**config.mk**
```make
export PLATFORM = sky130hd
export DESIGN_NAME = mem_access_ctrl_flat
export DESIGN_NICKNAME = d
export VERILOG_FILES = /design/src/rtl/mem_access_ctrl_if.sv /design/src/rtl/mem_access_ctrl.sv /design/src/flat_wrapper.sv
export SDC_FILE = /design/constraint.sdc
export NUM_CORES = 1
export LEC_CHECK = 0
export CAP_MARGIN = 40
export CORE_MARGIN = 2
export CORE_UTILIZATION = 40
export CTS_BUF_LIST = sky130_fd_sc_hd__clkbuf_16
export DETAILED_ROUTE_END_ITERATION = 8
export DONT_BUFFER_PORTS = 1
export GPL_TIMING_DRIVEN = 0
export PLACE_DENSITY = 0.66
export REMOVE_ABC_BUFFERS = 1
export SYNTH_ARGS = -nofsm -noshare
export SYNTH_HDL_FRONTEND = slang
export SYNTH_SLANG_ARGS = --single-unit
```
**constraint.sdc**
```tcl
create_clock -name clk -period 2.6 [get_ports clk]
set_input_delay 0 -clock clk [delete_from_list [all_inputs] [get_ports clk]]
set_output_delay 0 -clock clk [all_outputs]
set_load 0.01 [all_outputs]
```
**src/rtl/mem_access_ctrl_if.sv**
```systemverilog
// Bundles the MEM-stage request side and the external SRAM side of mem_access_ctrl.
// master = pipeline/SRAM environment, slave = the controller.
interface mem_access_ctrl_if #(
  parameter int SRAM_AW = 16
);
  logic               MEM_R_en;
  logic               MEM_W_en;
  logic [31:0]        addr;
  logic [31:0]        wdata;
  logic               freeze;
  logic [31:0]        rdata;
  logic               busy;
  logic [SRAM_AW-1:0] sram_addr;
  logic [31:0]        sram_wdata;
  logic               sram_we;
  logic               sram_re;
  logic [31:0]        sram_rdata;

  modport master (
    output MEM_R_en, MEM_W_en, addr, wdata, sram_rdata,
    input  freeze, rdata, busy, sram_addr, sram_wdata, sram_we, sram_re
  );

  modport slave (
    input  MEM_R_en, MEM_W_en, addr, wdata, sram_rdata,
    output freeze, rdata, busy, sram_addr, sram_wdata, sram_we, sram_re
  );
endinterface

```
**src/rtl/mem_access_ctrl.sv**
```systemverilog
// MEM-stage sequencer for a multi-cycle SRAM: freezes the pipeline while an access runs.
// Optional macro POSTED_WRITE_EN: stores are posted (no freeze) and skip the DONE state.
module mem_access_ctrl #(
  parameter int WAIT_CYCLES = 5,
  parameter int ADDR_BASE   = 1024,
  parameter int SRAM_AW     = 16
) (
  input  logic             clk,
  input  logic             rst,
  mem_access_ctrl_if.slave bus
);

`ifdef POSTED_WRITE_EN
  localparam bit POSTED = 1'b1;
`else
  localparam bit POSTED = 1'b0;
`endif

  typedef enum logic [1:0] {IDLE, ACCESS, DONE} state_t;

  state_t             state_q, state_d;
  logic [3:0]         cnt_q, cnt_d;
  logic               op_wr_q, op_wr_d;
  logic [31:0]        rdata_q, rdata_d;
  logic [31:0]        wdata_q, wdata_d;
  logic [SRAM_AW-1:0] waddr_q, waddr_d;
  logic               we_q, we_d;
  logic               re_q, re_d;

  logic               req;
  logic               is_read;
  logic               freeze;
  logic [31:0]        byte_off;
  logic [SRAM_AW-1:0] word_addr;
  logic               unused_addr_bits;

  assign req       = bus.MEM_R_en | bus.MEM_W_en;
  assign is_read   = bus.MEM_R_en;
  assign byte_off  = bus.addr - 32'(ADDR_BASE);
  assign word_addr = byte_off[SRAM_AW+1:2];
  assign unused_addr_bits = ^{byte_off[31:SRAM_AW+2], byte_off[1:0]};

  // Freeze is combinational so the stage registers hold on the very cycle the request appears.
  always_comb begin
    freeze = 1'b0;
    if (!rst) begin
      case (state_q)
        IDLE:    freeze = is_read | (bus.MEM_W_en & ~POSTED);
        ACCESS:  freeze = (POSTED && op_wr_q) ? req : 1'b1;
        default: freeze = 1'b0;
      endcase
    end
  end

  always_comb begin
    state_d = state_q;
    cnt_d   = cnt_q;
    op_wr_d = op_wr_q;
    rdata_d = rdata_q;
    wdata_d = wdata_q;
    waddr_d = waddr_q;
    we_d    = we_q;
    re_d    = re_q;
    case (state_q)
      IDLE: begin
        if (req) begin
          state_d = ACCESS;
          cnt_d   = 4'(WAIT_CYCLES - 1);
          op_wr_d = ~is_read;
          waddr_d = word_addr;
          wdata_d = bus.wdata;
          re_d    = is_read;
          we_d    = ~is_read;
        end
      end
      ACCESS: begin
        if (cnt_q == 4'd0) begin
          re_d = 1'b0;
          we_d = 1'b0;
          if (!op_wr_q) rdata_d = bus.sram_rdata;
          state_d = (POSTED && op_wr_q) ? IDLE : DONE;
        end else begin
          cnt_d = cnt_q - 4'd1;
        end
      end
      DONE:    state_d = IDLE;
      default: state_d = IDLE;
    endcase
  end

  always_ff @(posedge clk or posedge rst) begin
    if (rst) begin
      state_q <= IDLE;
      cnt_q   <= '0;
      op_wr_q <= 1'b0;
      rdata_q <= '0;
      wdata_q <= '0;
      waddr_q <= '0;
      we_q    <= 1'b0;
      re_q    <= 1'b0;
    end else begin
      state_q <= state_d;
      cnt_q   <= cnt_d;
      op_wr_q <= op_wr_d;
      rdata_q <= rdata_d;
      wdata_q <= wdata_d;
      waddr_q <= waddr_d;
      we_q    <= we_d;
      re_q    <= re_d;
    end
  end

  assign bus.freeze     = freeze;
  assign bus.busy       = (state_q != IDLE);
  assign bus.rdata      = rdata_q;
  assign bus.sram_addr  = waddr_q;
  assign bus.sram_wdata = wdata_q;
  assign bus.sram_we    = we_q;
  assign bus.sram_re    = re_q;

endmodule

```
**src/flat_wrapper.sv**
```systemverilog
// flat-port wrapper written by rule: the top's interface ports become plain ports
module mem_access_ctrl_flat 
#(
  parameter int WAIT_CYCLES = 5,
  parameter int ADDR_BASE   = 1024,
  parameter int SRAM_AW     = 16
)
  (clk, rst, bus_MEM_R_en, bus_MEM_W_en, bus_addr, bus_wdata, bus_sram_rdata, bus_freeze, bus_rdata, bus_busy, bus_sram_addr, bus_sram_wdata, bus_sram_we, bus_sram_re);
  mem_access_ctrl_if #(.SRAM_AW(SRAM_AW)) bus_i ();
  input  logic clk;
  input  logic rst;
  input wire logic [$bits(bus_i.MEM_R_en)-1:0] bus_MEM_R_en;
  input wire logic [$bits(bus_i.MEM_W_en)-1:0] bus_MEM_W_en;
  input wire logic [$bits(bus_i.addr)-1:0] bus_addr;
  input wire logic [$bits(bus_i.wdata)-1:0] bus_wdata;
  input wire logic [$bits(bus_i.sram_rdata)-1:0] bus_sram_rdata;
  output wire logic [$bits(bus_i.freeze)-1:0] bus_freeze;
  output wire logic [$bits(bus_i.rdata)-1:0] bus_rdata;
  output wire logic [$bits(bus_i.busy)-1:0] bus_busy;
  output wire logic [$bits(bus_i.sram_addr)-1:0] bus_sram_addr;
  output wire logic [$bits(bus_i.sram_wdata)-1:0] bus_sram_wdata;
  output wire logic [$bits(bus_i.sram_we)-1:0] bus_sram_we;
  output wire logic [$bits(bus_i.sram_re)-1:0] bus_sram_re;
  assign bus_i.MEM_R_en = bus_MEM_R_en;
  assign bus_i.MEM_W_en = bus_MEM_W_en;
  assign bus_i.addr = bus_addr;
  assign bus_i.wdata = bus_wdata;
  assign bus_i.sram_rdata = bus_sram_rdata;
  assign bus_freeze = bus_i.freeze;
  assign bus_rdata = bus_i.rdata;
  assign bus_busy = bus_i.busy;
  assign bus_sram_addr = bus_i.sram_addr;
  assign bus_sram_wdata = bus_i.sram_wdata;
  assign bus_sram_we = bus_i.sram_we;
  assign bus_sram_re = bus_i.sram_re;
  mem_access_ctrl #(.WAIT_CYCLES(WAIT_CYCLES), .ADDR_BASE(ADDR_BASE), .SRAM_AW(SRAM_AW)) u_core (.clk(clk), .rst(rst), .bus(bus_i));
endmodule
```
Word level (Yosys, flattened, before mapping)
Index checks and enable logic that the tools add are counted.
W data, S select, Z words.
- logic and storage cells: 39
- memory bits (writable): 0
- memories kept: 0
- register bits after elaboration: 89
- memory bits (read-only): 0
- latch bits: 0
- bitwise operators: 3
- div/mod/pow operators: 0
- multipliers: 0
- shift operators: 0
- reduce and logical (&&, ||, !) cells: 9
- multiplexer cells: 13
- $lt $le $gt $ge: 0
- add/sub/neg operators: 2
- equality and inequality tests: 4
- operators with widths (kind ; number):
    $sub A18 B11 Y18 const B ; 1
    $reduce_and A3 Y1 ; 3
    $mux W4 ; 2
    $pmux W4 S2 ; 1
    $pmux W1 S2 ; 3
    $logic_not A4 Y1 ; 1
    $mux W1 ; 4
    $mux W2 ; 2
    $ne A2 B1 Y1 const B ; 2
    $pmux W2 S2 ; 1
    $reduce_and A2 Y1 ; 2
    $reduce_bool A2 Y1 ; 2
    $sub A4 B1 Y4 const B ; 1
    $eq A2 B1 Y1 const B ; 1
    $logic_not A2 Y1 ; 1
    $ne A2 B2 Y1 const B ; 1
    $not A1 Y1 ; 2
    $or A1 B1 Y1 ; 1

Longest topological paths before layout
Gate-level depths: netlist of run 1.
- depth in word-level cells: 3
- gate-level depth with buffers: 6

Worst setup path after synthesis of run 1
Ideal clock, no wire load.
- kind: register to register
- start point: register u_core.cnt_q[0]
- end point: register u_core.rdata_q[20], in the netlist u_core.bus.rdata[20]
- arrival time: 1.783 ns
- library setup time: 0.125 ns
- setup slack: 0.692 ns
- stages on the path, launching flop included: 7
- cell sequence: dfrtp_1 -> inv_1 -> ha_1 -> or3b_4 -> nor3_4 -> buf_6 -> mux2_2
- word-level cells in the longest chain between the ends: 2
- ends and longest elaborated chain (item ; line ; text):
    from (decl) ; mem_access_ctrl.sv:22 ; logic [3:0] cnt_q, cnt_d;
    from (signal assigned) ; mem_access_ctrl.sv:103 ; cnt_q <= cnt_d;
    $logic_not A4 Y1 ; mem_access_ctrl.sv:77 ; if (cnt_q == 4'd0) begin
    $reduce_and A3 Y1 (no line) ; n/a ;
    to (signal assigned) ; mem_access_ctrl.sv:105 ; rdata_q <= rdata_d;
    to (decl) ; mem_access_ctrl.sv:24 ; logic [31:0] rdata_q, rdata_d;
Every way passes these cells.
A chain may end at the register's enable or synchronous reset.

Worst setup path after layout of run 1
- start point: input port bus_addr[10]
- end point: register u_core.waddr_q[13], in the netlist u_core.bus.sram_addr[13]
- word-level cells in the longest chain between the ends: 1
- ends and longest elaborated chain (item ; line ; text):
    from (decl) ; flat_wrapper.sv:14 ; input wire logic [$bits(bus_i.addr)-1:0] bus_addr;
    $sub A18 B11 Y18 ; mem_access_ctrl.sv:39 ; assign byte_off = bus.addr - 32'(ADDR_BASE);
    to (signal assigned) ; mem_access_ctrl.sv:107 ; waddr_q <= waddr_d;
    to (decl) ; mem_access_ctrl.sv:26 ; logic [SRAM_AW-1:0] waddr_q, waddr_d;
Every way passes these cells.

==> flow_summary_export.csv, run 1 <==
group,metric,value,unit
power_and_ir_drop,power,0.00582,W
power_and_ir_drop,ir_worst_vdd,511,uV
sta,period_share,0.937,
worst_setup_path,worstPathCellList,"dlygate4sd3_1 -> or4_1 -> o21ai_0 -> dlygate4sd3_1 -> a31oi_1 -> dlygate4sd3_1",
synthesis,synthArstFlopShare,1.00,
sta,whs,49.1,ps
final_layout,antenna-diode-count,0,
synthesis,synth-simple-area-share,0.0451,
place,place_inst,342,
run,maxCapViolCount,0,
synthesis,synthAdderAreaFrac,0.00710,
grt,grt_max_degree,66,
die,row_count,34,
die,die-area,9570,sq um
synthesis,synthXorXnorAreaFrac,0.00497,
worst_setup_path,path_max_fanout,5,
sta,hold_viol,0,
grt,grt_pass1_wl,12.6,mm
routing,drt_wl_total,7.70,mm
cts,cts_root_buffer,"clkbuf_16",
place,gp_congestion,0.786,
worst_hold_path,min_path_type,"in2reg",
sta,finalCriticalPeriod,2440,ps
routing,dr.pass1.iters,4,
worst_hold_path,hold_depth,3,
synthesis,synth_top_family_by_area,"multiplexers",
grt,overflow,0,
cts,clock-sinks,89,
die,die_h,97.8,microns
synthesis,netlist_area,3520,sq um
routing,drt-initial-drc-count,32,
power_and_ir_drop,p_per_area,1190,nW/um^2
die,coreArea,8640,sq um
final_layout,drive_gt1_frac,0.279,
final_layout,fillerInstances,694,
grt,globalRouteTotalUtil,0.162,
synthesis,synth-seq-area-share,0.632,
synthesis,synth_cells,240,
routing,drcViolationCount,0,
final_layout,final_cells,448,
synthesis,yosys-mux-area-fraction,0.239,
final_layout,final_nets,437,
cts,clk_pin_slew,70,ps
synthesis,synth_ff_type,"dfrtp_1",
place,numPortBuffers,0,
synthesis,synth_edf_count,0,
routing,vias_per_cell,5.19,
synthesis,syn_area_per_cell,14.7,sq um
sta,drv_slew,0,
worst_setup_path,cpMaxStageDelayCell,"or4_1",
routing,num_vias,2324,
worst_setup_path,arrival,2650,ps
die,pin_count,184,
sta,setup_violations,0,
synthesis,synth.top_cell.area_share,0.632,
sta,rsz0062_at_grt,"false",
sta,fmax,0.411,GHz
cts,htreeDepth,3,
cts,post-cts-setup-buffers,0,
grt,grt_pass1_vias,2501,
cts,cts_tree,"yes",
sta,worst_pin_slew,670,ps
synthesis,synthTopCellsByArea,"dfrtp_1 63%, mux2_2 23%, o21ai_0 2.0%",
synthesis,synth-compound-area-share,0.0455,
final_layout,seq_area,2230,sq um
synthesis,ys_types,30,
worst_setup_path,required,2820,ps
sta,slew_headroom,0.552,
routing,routedWlPerCell,17.2,microns
cts,clock_latency,330,ps
cts,cts_buffer_depth,2,
routing,postRouteAntennaNets,0,
power_and_ir_drop,leakagePower,2.03,nW
final_layout,multi_input_area,1210,sq um
die,dieWidth,97.8,microns
worst_setup_path,path_common_cell,"dlygate4sd3_1",
worst_setup_path,critPathKind,"in2reg",
worst_setup_path,crit_path_end_kind,"flip-flop",
worst_setup_path,worst_r2r_path_depth,6,
synthesis,synth_most_common_cell,"dfrtp_1",
final_layout,syn_to_final_growth,38.8,%
synthesis,ys_warn_count,0,
cts,cts_inserted_buffers,9,
worst_setup_path,start_kind,"primary input",
place,dpl.hpwl,4.68,mm
synthesis,ys_ff_latch,89,
run_status,outcome,"completed",
die,initial_core_util,0.408,
grt,antenna_found_initial,0,
sta,fin_worst_skew,9.34,ps
synthesis,ys_top_cells_by_count,"89 x dfrtp_1, 71 x mux2_2, 14 x o21ai_0, 7 x a21oi_1, 7 x inv_1",
synthesis,synth_top_area_cell,"dfrtp_1",
worst_setup_path,slowest_delay,610,ps
## cell usage in the layout, fill, tap and decap left out, drive strengths merged
master / instances
a21oi: 7
a31oi: 4
a32o: 1
buf: 3
bufinv: 2
clkbuf: 9
clkinv: 4
dfrtp: 89
dlygate4sd3: 90
ha: 2
inv: 9
mux2: 73
mux2i: 2
nand2: 3
nand2b: 1
nand3: 3
nor2: 5
nor2b: 1
nor3: 3
nor3b: 2
o21ai: 14
o22ai: 2
o31ai: 1
or2: 1
or3: 4
or3b: 1
or4: 2
xnor2: 2
## flip-flops by register name (all words and copies together) (netlist names)
register	cells
u_core.bus.rdata	32
u_core.state_q	2
u_core.bus.sram_we	1
u_core.bus.sram_re	1
u_core.bus.sram_addr	16
u_core.cnt_q	4
u_core.op_wr_q	1
u_core.bus.sram_wdata	32
## layer usage
metal / track usage / wire length, microns
met5: 0 / 0
met4: 0.0652 / 153
met3: 0.0573 / 660
met2: 0.270 / 3810
met1: 0.191 / 3080
## worst paths after layout
kind	endpoint	from	slack, ps
min in group asynchronous	u_core.bus.sram_re	rst	130
hold / removal	u_core.cnt_q[3]	bus_MEM_R_en	50
max in group asynchronous	u_core.bus.sram_wdata[14]	rst	1850
hold reg to reg	u_core.cnt_q[3]	u_core.cnt_q[3]	500
setup / recovery	u_core.bus.sram_addr[13]	bus_addr[10]	160
setup reg to reg	u_core.bus.rdata[3]	u_core.cnt_q[0]	180
## critical path, delay by kind of cell
family	cells	cell delay, ps
buf+inv	3	1750
simple gates	1	610
compound gates	2	290
## what timing repair did
| action | in CTS | in global routing |
|---|---|---|
| hold buffers | 90 | 0 |
| endpoints found under the setup margin | 0 | 32 |
| resized for setup | 0 | 1 |
| hold endpoints to repair | 172 | 0 |
## layout make-up
class | instances | share of cell area
clock buffers | 9 | 0.0461
multi-input cells | 134 | 0.248
well taps | 108 | 0.0276
clock inverters | 7 | 0.0192
flip-flops and latches | 89 | 0.456
inverters | 8 | 0.00665
repair buffers | 93 | 0.197
## power breakdown
| group | leakage (nW) | switching [W] | internal, W |
|---|---|---|---|
| clock | 0.155 | 0.000529 | 0.000842 |
| combinational | 0.830 | 0.000608 | 0.000922 |
| sequential | 1.04 | 0.000822 | 0.00210 |
## cell families after synthesis
kind of cell,count (synthesis)
buffers and inverters,17
flip-flops,89
AO/OA/AOI/OAI,29
multiplexers,75
adder cells (fa/ha/maj),2
AND/OR/NAND/NOR,26
XOR/XNOR,2
## through the flow
stage                     setup TNS [ps]  setup WS (ps)   util  instance area (sq um)
final                                  0            164  0.566                   4890
after global routing                   0           40.2  0.566                   4890
after CTS                              0           85.9  0.566                   4890
after detailed placement               0            202  0.425                   3670
after global placement            -84650           -704  0.416                   3600
after floorplan                    -3020          -75.5      -                   3460
Power figures use the tool's default switching activity.
==> run 2, diff against run 1 <==
--- a/config.mk
+++ b/config.mk
@@ -12,8 +12,10 @@
 export DETAILED_ROUTE_END_ITERATION = 8
 export DONT_BUFFER_PORTS = 1
 export GPL_TIMING_DRIVEN = 0
+export MAX_ROUTING_LAYER = met4
 export PLACE_DENSITY = 0.66
 export REMOVE_ABC_BUFFERS = 1
+export SLEW_MARGIN = 20
 export SYNTH_ARGS = -nofsm -noshare
 export SYNTH_HDL_FRONTEND = slang
 export SYNTH_SLANG_ARGS = --single-unit
==> constraint.sdc (replaced) <==
create_clock -name clk -period 2.5 [get_ports clk]
set_input_delay 0 -clock clk [delete_from_list [all_inputs] [get_ports clk]]
set_output_delay 0 -clock clk [all_outputs]
set_load 0.01 [all_outputs]
==> run 2 against run 1 <==
- sequential share of layout area hardly changed
- highest routed layer unchanged
- clock power up 4%
- non-clock buffer count increased by 1
==> flow_summary_export.csv, run 2 (synthesis gave the netlist of run 1 again) <==
group,metric,value,unit
power_and_ir_drop,power,0.00602,W
power_and_ir_drop,p_per_area,1230,nW/um^2
worst_setup_path,slowest_delay,450,ps
worst_hold_path,worstHoldStart,"bus_addr[13]",
worst_setup_path,cpMaxStageDelayCell,"nor2_4",
worst_setup_path,required,2710,ps
grt,grt_pass1_vias,2474,
sta,worst_pin_slew,559,ps
die,die-area,9570,sq um
worst_setup_path,worstPathCellList,"nor2_2 -> inv_2 -> nor2_4 -> buf_12 -> mux2_2",
cts,clock_latency,330,ps
routing,vias_per_cell,5.22,
worst_setup_path,path_delay_family,"simple AND/OR/NAND/NOR gates",
sta,setup_violations,0,
cts,cts_tree,"yes",
routing,drt_wl_total,7.68,mm
cts,cts_buffer_depth,2,
cts,clock-sinks,89,
sta,period_share,0.892,
die,pin_count,184,
die,dieWidth,97.8,microns
final_layout,final_nets,438,
routing,drcViolationCount,0,
run,maxCapViolCount,0,
place,dpl.hpwl,4.65,mm
grt,antenna_found_initial,0,
cts,cts_root_buffer,"clkbuf_16",
worst_setup_path,critPathKind,"reg2reg",
die,initial_core_util,0.408,
sta,drv_slew,0,
grt,overflow,0,
sta,fin_worst_skew,9.24,ps
routing,num_vias,2344,
die,row_count,34,
grt,grt_pass1_wl,12.2,mm
cts,clk_pin_slew,70,ps
sta,rsz0062_at_grt,"false",
cts,htreeDepth,3,
place,pre_cts_ws,86.7,ps
routing,drt-initial-drc-count,59,
sta,slew_headroom,0.627,
grt,globalRouteTotalUtil,0.162,
grt,grt_max_degree,46,
routing,postRouteAntennaNets,0,
final_layout,syn_to_final_growth,38.9,%
worst_setup_path,worst-path-buf-inv,2,
worst_setup_path,arrival,2440,ps
sta,fmax,0.448,GHz
sta,hold_viol,0,
worst_setup_path,r2r_start,"u_core.state_q[0]",
worst_setup_path,start_kind,"flip-flop",
die,die_h,97.8,microns
place,numPortBuffers,0,
power_and_ir_drop,leakagePower,2.04,nW
die,coreArea,8640,sq um
sta,finalCriticalPeriod,2230,ps
power_and_ir_drop,ir_worst_vdd,523,uV
place,gp_congestion,0.797,
final_layout,final_cell_mix,"89 x dfrtp_1, 86 x dlygate4sd3_1, 71 x mux2_2",
final_layout,drive_gt1_frac,0.293,
worst_setup_path,crit_path_end_kind,"flip-flop",
routing,dr.pass1.iters,4,
worst_hold_path,min_path_type,"in2reg",
sta,setup_ws,269,ps
final_layout,final_cells,449,
worst_setup_path,path_max_fanout,28,
final_layout,antenna-diode-count,0,
sta,finalSetupTns,0,ps
run_status,outcome,"completed",
cts,cts_inserted_buffers,9,
routing,routedWlPerCell,17.1,microns
final_layout,final_common_cell,"dfrtp_1",
place,place_inst,342,
worst_setup_path,startpoint,"u_core.state_q[0]",
## run 2: changes by cell type in the layout (fill, tap and decap cells not counted)
cell,change
buf_4,+4
dlygate4sd3_1,-4
buf_12,+2
buf_16,-1
## run 2: repair_timing
action,in CTS,in global routing
resized for setup,0,1
endpoints found under the setup margin,0,46
hold endpoints to repair,127,0
hold buffers,86,0
setup buffers,0,5
## run 2: worst register-to-register path: stages (launching register included)
cell and delay [ps]:
dfrtp_1 420, nor2_2 390, inv_2 210, nor2_4 460, buf_12 250, mux2_2 390
## run 2: final timing paths
kind / endpoint / slack [ps] / depth (start not counted)
max reg2reg: u_core.bus.sram_addr[5] / 270 / 5
min in group asynchronous: u_core.op_wr_q / 210 / 2
min reg2reg: u_core.cnt_q[3] / 510 / 1
max: u_core.bus.sram_addr[5] / 270 / 5
max in group asynchronous: u_core.bus.rdata[20] / 1650 / 3
min: u_core.bus.sram_addr[15] / 20 / 3
## run 2: area by class of cell
class	instances	area (sq um)
Clock inverter	7	93.8
Timing Repair Buffer	94	966
Clock buffer	9	225
Sequential cell	89	2230
Tap cell	108	135
Inverter	8	32.5
Fill cell	681	3740
Multi-Input combinational cell	134	1210
## run 2: power breakdown
part	leakage, nW	internal [W]	switching [W]
clock network	0.155	0.000876	0.000544
logic	0.843	0.000937	0.000627
registers	1.04	0.00218	0.000851
## run 2: per-stage QoR
stage	hold WS [ps]	area [sq um]	utilization
final	21.1	4890	0.566
after global routing	39.9	4890	0.566
after CTS	1.86	4840	0.560
after detailed placement	-30.5	3660	0.424
after global placement	55.7	3600	0.416
after floorplan	50.7	3460	-
## run 2: per-layer routing
metal,part of all wire,routed length (microns),GRT usage,up-vias
li1,-,-,-,1047
met1,0.40,3050,0.189,1155
met2,0.51,3890,0.261,125
met3,0.076,583,0.0480,17
met4,0.021,162,0.0694,0
met5,0,0,-,-
==> run 3, diff against run 2 <==
--- a/config.mk
+++ b/config.mk
@@ -5,6 +5,7 @@
 export SDC_FILE = /design/constraint.sdc
 export NUM_CORES = 1
 export LEC_CHECK = 0
+export ABC_AREA = 1
 export CAP_MARGIN = 40
 export CORE_MARGIN = 2
 export CORE_UTILIZATION = 40
==> run 3 against run 2 <==
- flip-flop and latch count did not move
- first-iteration DRC count increased by 120%
- via count up 27%
- cell area up 1.2%
- count of clock-buffer cells in the layout unchanged
- non-clock buffer count down 2
- global-route usage is 2.9 points higher
- synthesized cell count up 75%
- hold slack improved by 1.3 ps
- routed wire length increased by 13%
- cell count increased by 38%
- critical path type is now in2reg
- critical endpoint is now u_core.bus.sram_addr[12]
- largest cell class unchanged
- largest power group unchanged
==> flow_summary_export.csv, run 3 <==
group,metric,value,unit
worst_setup_path,critPathKind,"in2reg",
cts,htreeDepth,3,
routing,drt-initial-drc-count,127,
sta,rsz0062_at_grt,"false",
grt,grt_max_degree,65,
sta,slew_headroom,0.449,
final_layout,fin_util,0.562,
power_and_ir_drop,ir_worst_vdd,705,uV
worst_setup_path,path_delay_family,"buffers and inverters",
final_layout,syn_to_final_growth,35.4,%
sta,setup_ws,235,ps
final_layout,fillerInstances,710,
place,gp_congestion,0.768,
synthesis,synth_most_common_cell,"nand2_1",
worst_hold_path,hold_depth,5,
routing,vias_per_cell,4.81,
synthesis,yosys-mux-area-fraction,0,
synthesis,synth.top_cell.area_share,0.610,
grt,grt_pass1_vias,3112,
power_and_ir_drop,p_per_area,1200,nW/um^2
die,coreArea,8810,sq um
sta,drv_slew,0,
final_layout,design_area,4950,sq um
synthesis,synth_edf_count,0,
sta,finalSetupTns,0,ps
cts,cts_root_buffer,"clkbuf_16",
run_status,outcome,"completed",
routing,drt_wl_total,8.67,mm
cts,clock-sinks,89,
synthesis,ys_warn_count,0,
synthesis,synth_cells,420,
worst_setup_path,critical_path_cell_count,10,
sta,whs,22.5,ps
die,dieWidth,99.6,microns
die,pin_count,184,
final_layout,antenna-diode-count,0,
sta,fin_worst_skew,6.75,ps
synthesis,ys_ff_latch,89,
sta,fmax,0.441,GHz
die,die-area,9910,sq um
final_layout,final_cell_mix,"177 x nand2_1, 89 x dlygate4sd3_1, 89 x dfrtp_1",
worst_setup_path,worst_r2r_path_depth,7,
synthesis,syn_area_per_cell,8.70,sq um
worst_setup_path,start_kind,"primary input",
run,maxCapViolCount,0,
final_layout,final_nets,608,
final_layout,seq_area,2230,sq um
worst_setup_path,slowest_delay,580,ps
place,dpl.hpwl,5.31,mm
synthesis,netlist_area,3650,sq um
synthesis,ys_top_cells_by_count,"177 x nand2_1, 89 x dfrtp_1, 49 x inv_1, 41 x o21ai_1, 14 x nor2_1",
synthesis,synthAdderAreaFrac,0.00685,
cts,cts_buffer_depth,2,
worst_setup_path,worstPathCellList,"dlygate4sd3_1 -> inv_1 -> ha_1 -> inv_1 -> nor2_1 -> inv_1 -> o21ai_0 -> dlygate4sd3_1 -> a21oi_1 -> dlygate4sd3_1",
cts,clock_latency,330,ps
worst_setup_path,worst-path-buf-inv,6,
worst_setup_path,required,2710,ps
grt,overflow,0,
cts,cts_inserted_buffers,9,
final_layout,final_common_cell,"nand2_1",
synthesis,synth_top_family_by_area,"simple AND/OR/NAND/NOR gates",
grt,antenna_found_initial,0,
sta,finalCriticalPeriod,2270,ps
die,die_h,99.6,microns
place,pre_cts_ws,711,ps
final_layout,drive_gt1_frac,0.0587,
worst_setup_path,arrival,2470,ps
sta,worst_pin_slew,824,ps
grt,grt_pass1_wl,14.7,mm
cts,clk_pin_slew,60,ps
synthesis,synth_ff_type,"dfrtp_1",
synthesis,synth-simple-area-share,0.228,
power_and_ir_drop,leakagePower,2.56,nW
grt,globalRouteTotalUtil,0.191,
synthesis,ys_types,20,
routing,drcViolationCount,0,
synthesis,synthXorXnorAreaFrac,0.00240,
worst_setup_path,crit_path_end_kind,"flip-flop",
routing,dr.pass1.iters,4,
die,row_count,34,
worst_hold_path,min_path_type,"in2reg",
sta,setup_violations,0,
cts,post-cts-setup-buffers,0,
routing,routedWlPerCell,14.0,microns
worst_setup_path,path_max_fanout,4,
sta,hold_viol,0,
die,initial_core_util,0.415,
worst_setup_path,cpMaxStageDelayCell,"dlygate4sd3_1",
place,postPlaceCellArea,3780,sq um
synthesis,synthTopCellsByArea,"dfrtp_1 61%, nand2_1 18%, o21ai_1 5.6%",
cts,cts_tree,"yes",
synthesis,synthArstFlopShare,1.00,
routing,postRouteAntennaNets,0,
synthesis,synth-seq-area-share,0.610,
sta,period_share,0.906,
final_layout,multi_input_area,1130,sq um
routing,num_vias,2977,
synthesis,synth-compound-area-share,0.0675,
place,numPortBuffers,0,
synthesis,synth_top_area_cell,"dfrtp_1",
## run 3: cell types whose count changed after synthesis, moves of 4 or more
cell	previous run	this run
o21ai_1	0	41
nand2_1	3	177
nand3_1	3	10
mux2_2	71	0
or3_1	4	0
buf_4	0	9
inv_1	7	49
nor2_1	4	14
o21ai_0	14	2
## run 3: kinds of logic (layout without fill, tap and decap cells)
| family | count (synthesis) | after routing |
|---|---|---|
| AOI/OAI and AO/OA | 49 | 49 |
| xor gates and xnor gates | 1 | 1 |
| adders and majority gates | 2 | 2 |
| buffers and inverters | 70 | 161 |
| DFF | 89 | 89 |
| and+or+nand+nor | 209 | 209 |
## run 3: worst paths after layout
kind | endpoint | slack [ps] | from
worst min register to register | u_core.cnt_q[0] | 520 | u_core.cnt_q[0]
worst min-delay path | u_core.bus.sram_addr[15] | 20 | bus_addr[11]
worst max register to register | u_core.bus.sram_addr[12] | 280 | u_core.state_q[1]
worst max-delay path | u_core.bus.sram_addr[12] | 230 | bus_addr[10]
min in group asynchronous | u_core.bus.sram_wdata[2] | 160 | rst
max in group asynchronous | u_core.bus.sram_wdata[9] | 1740 | rst
## run 3: report_power, final
group          switching [W]  internal (W)  total (W)
Combinational        0.00102      0.000699    0.00172
Clock               0.000563      0.000682    0.00124
Sequential          0.000829       0.00216    0.00299
Total                0.00241       0.00354    0.00595
## run 3: stage by stage
| step | instances | power, W |
|---|---|---|
| floorplan | 403 | 0.00404 |
| global placement | 511 | 0.00441 |
| detailed placement | 514 | 0.00458 |
| CTS | 619 | 0.00600 |
| global route | 619 | 0.00645 |
| finish | 619 | 0.00595 |
## run 3: worst reg2reg max path: cells and delay by family (launching register included)
kind | cells | cell delay (ps)
buf+inv | 3 | 890
compound gates | 1 | 110
flops | 1 | 410
simple gates | 3 | 730
## run 3: area by class of cell
type / instances / share of cell area
clock buffer: 9 / 0.0455
inverter: 53 / 0.0407
multi-input combinational: 261 / 0.228
sequential: 89 / 0.450
tap: 108 / 0.0273
clock inverter: 7 / 0.0111
timing repair buffer: 92 / 0.197
## run 3: per-layer routing
layer / part of all wire / track usage / up-vias
li1: - / - / 1450
met4: 0.012 / 0.0653 / 0
met1: 0.41 / 0.218 / 1387
met2: 0.50 / 0.324 / 132
met3: 0.082 / 0.0541 / 8
met5: 0 / - / -
## run 3: timing repair
item | 4_1_cts | 5_1_grt
gates resized for setup | 0 | 0
hold endpoints to repair | 172 | 0
endpoints found under the setup margin | 0 | 0
hold buffers | 89 | 0
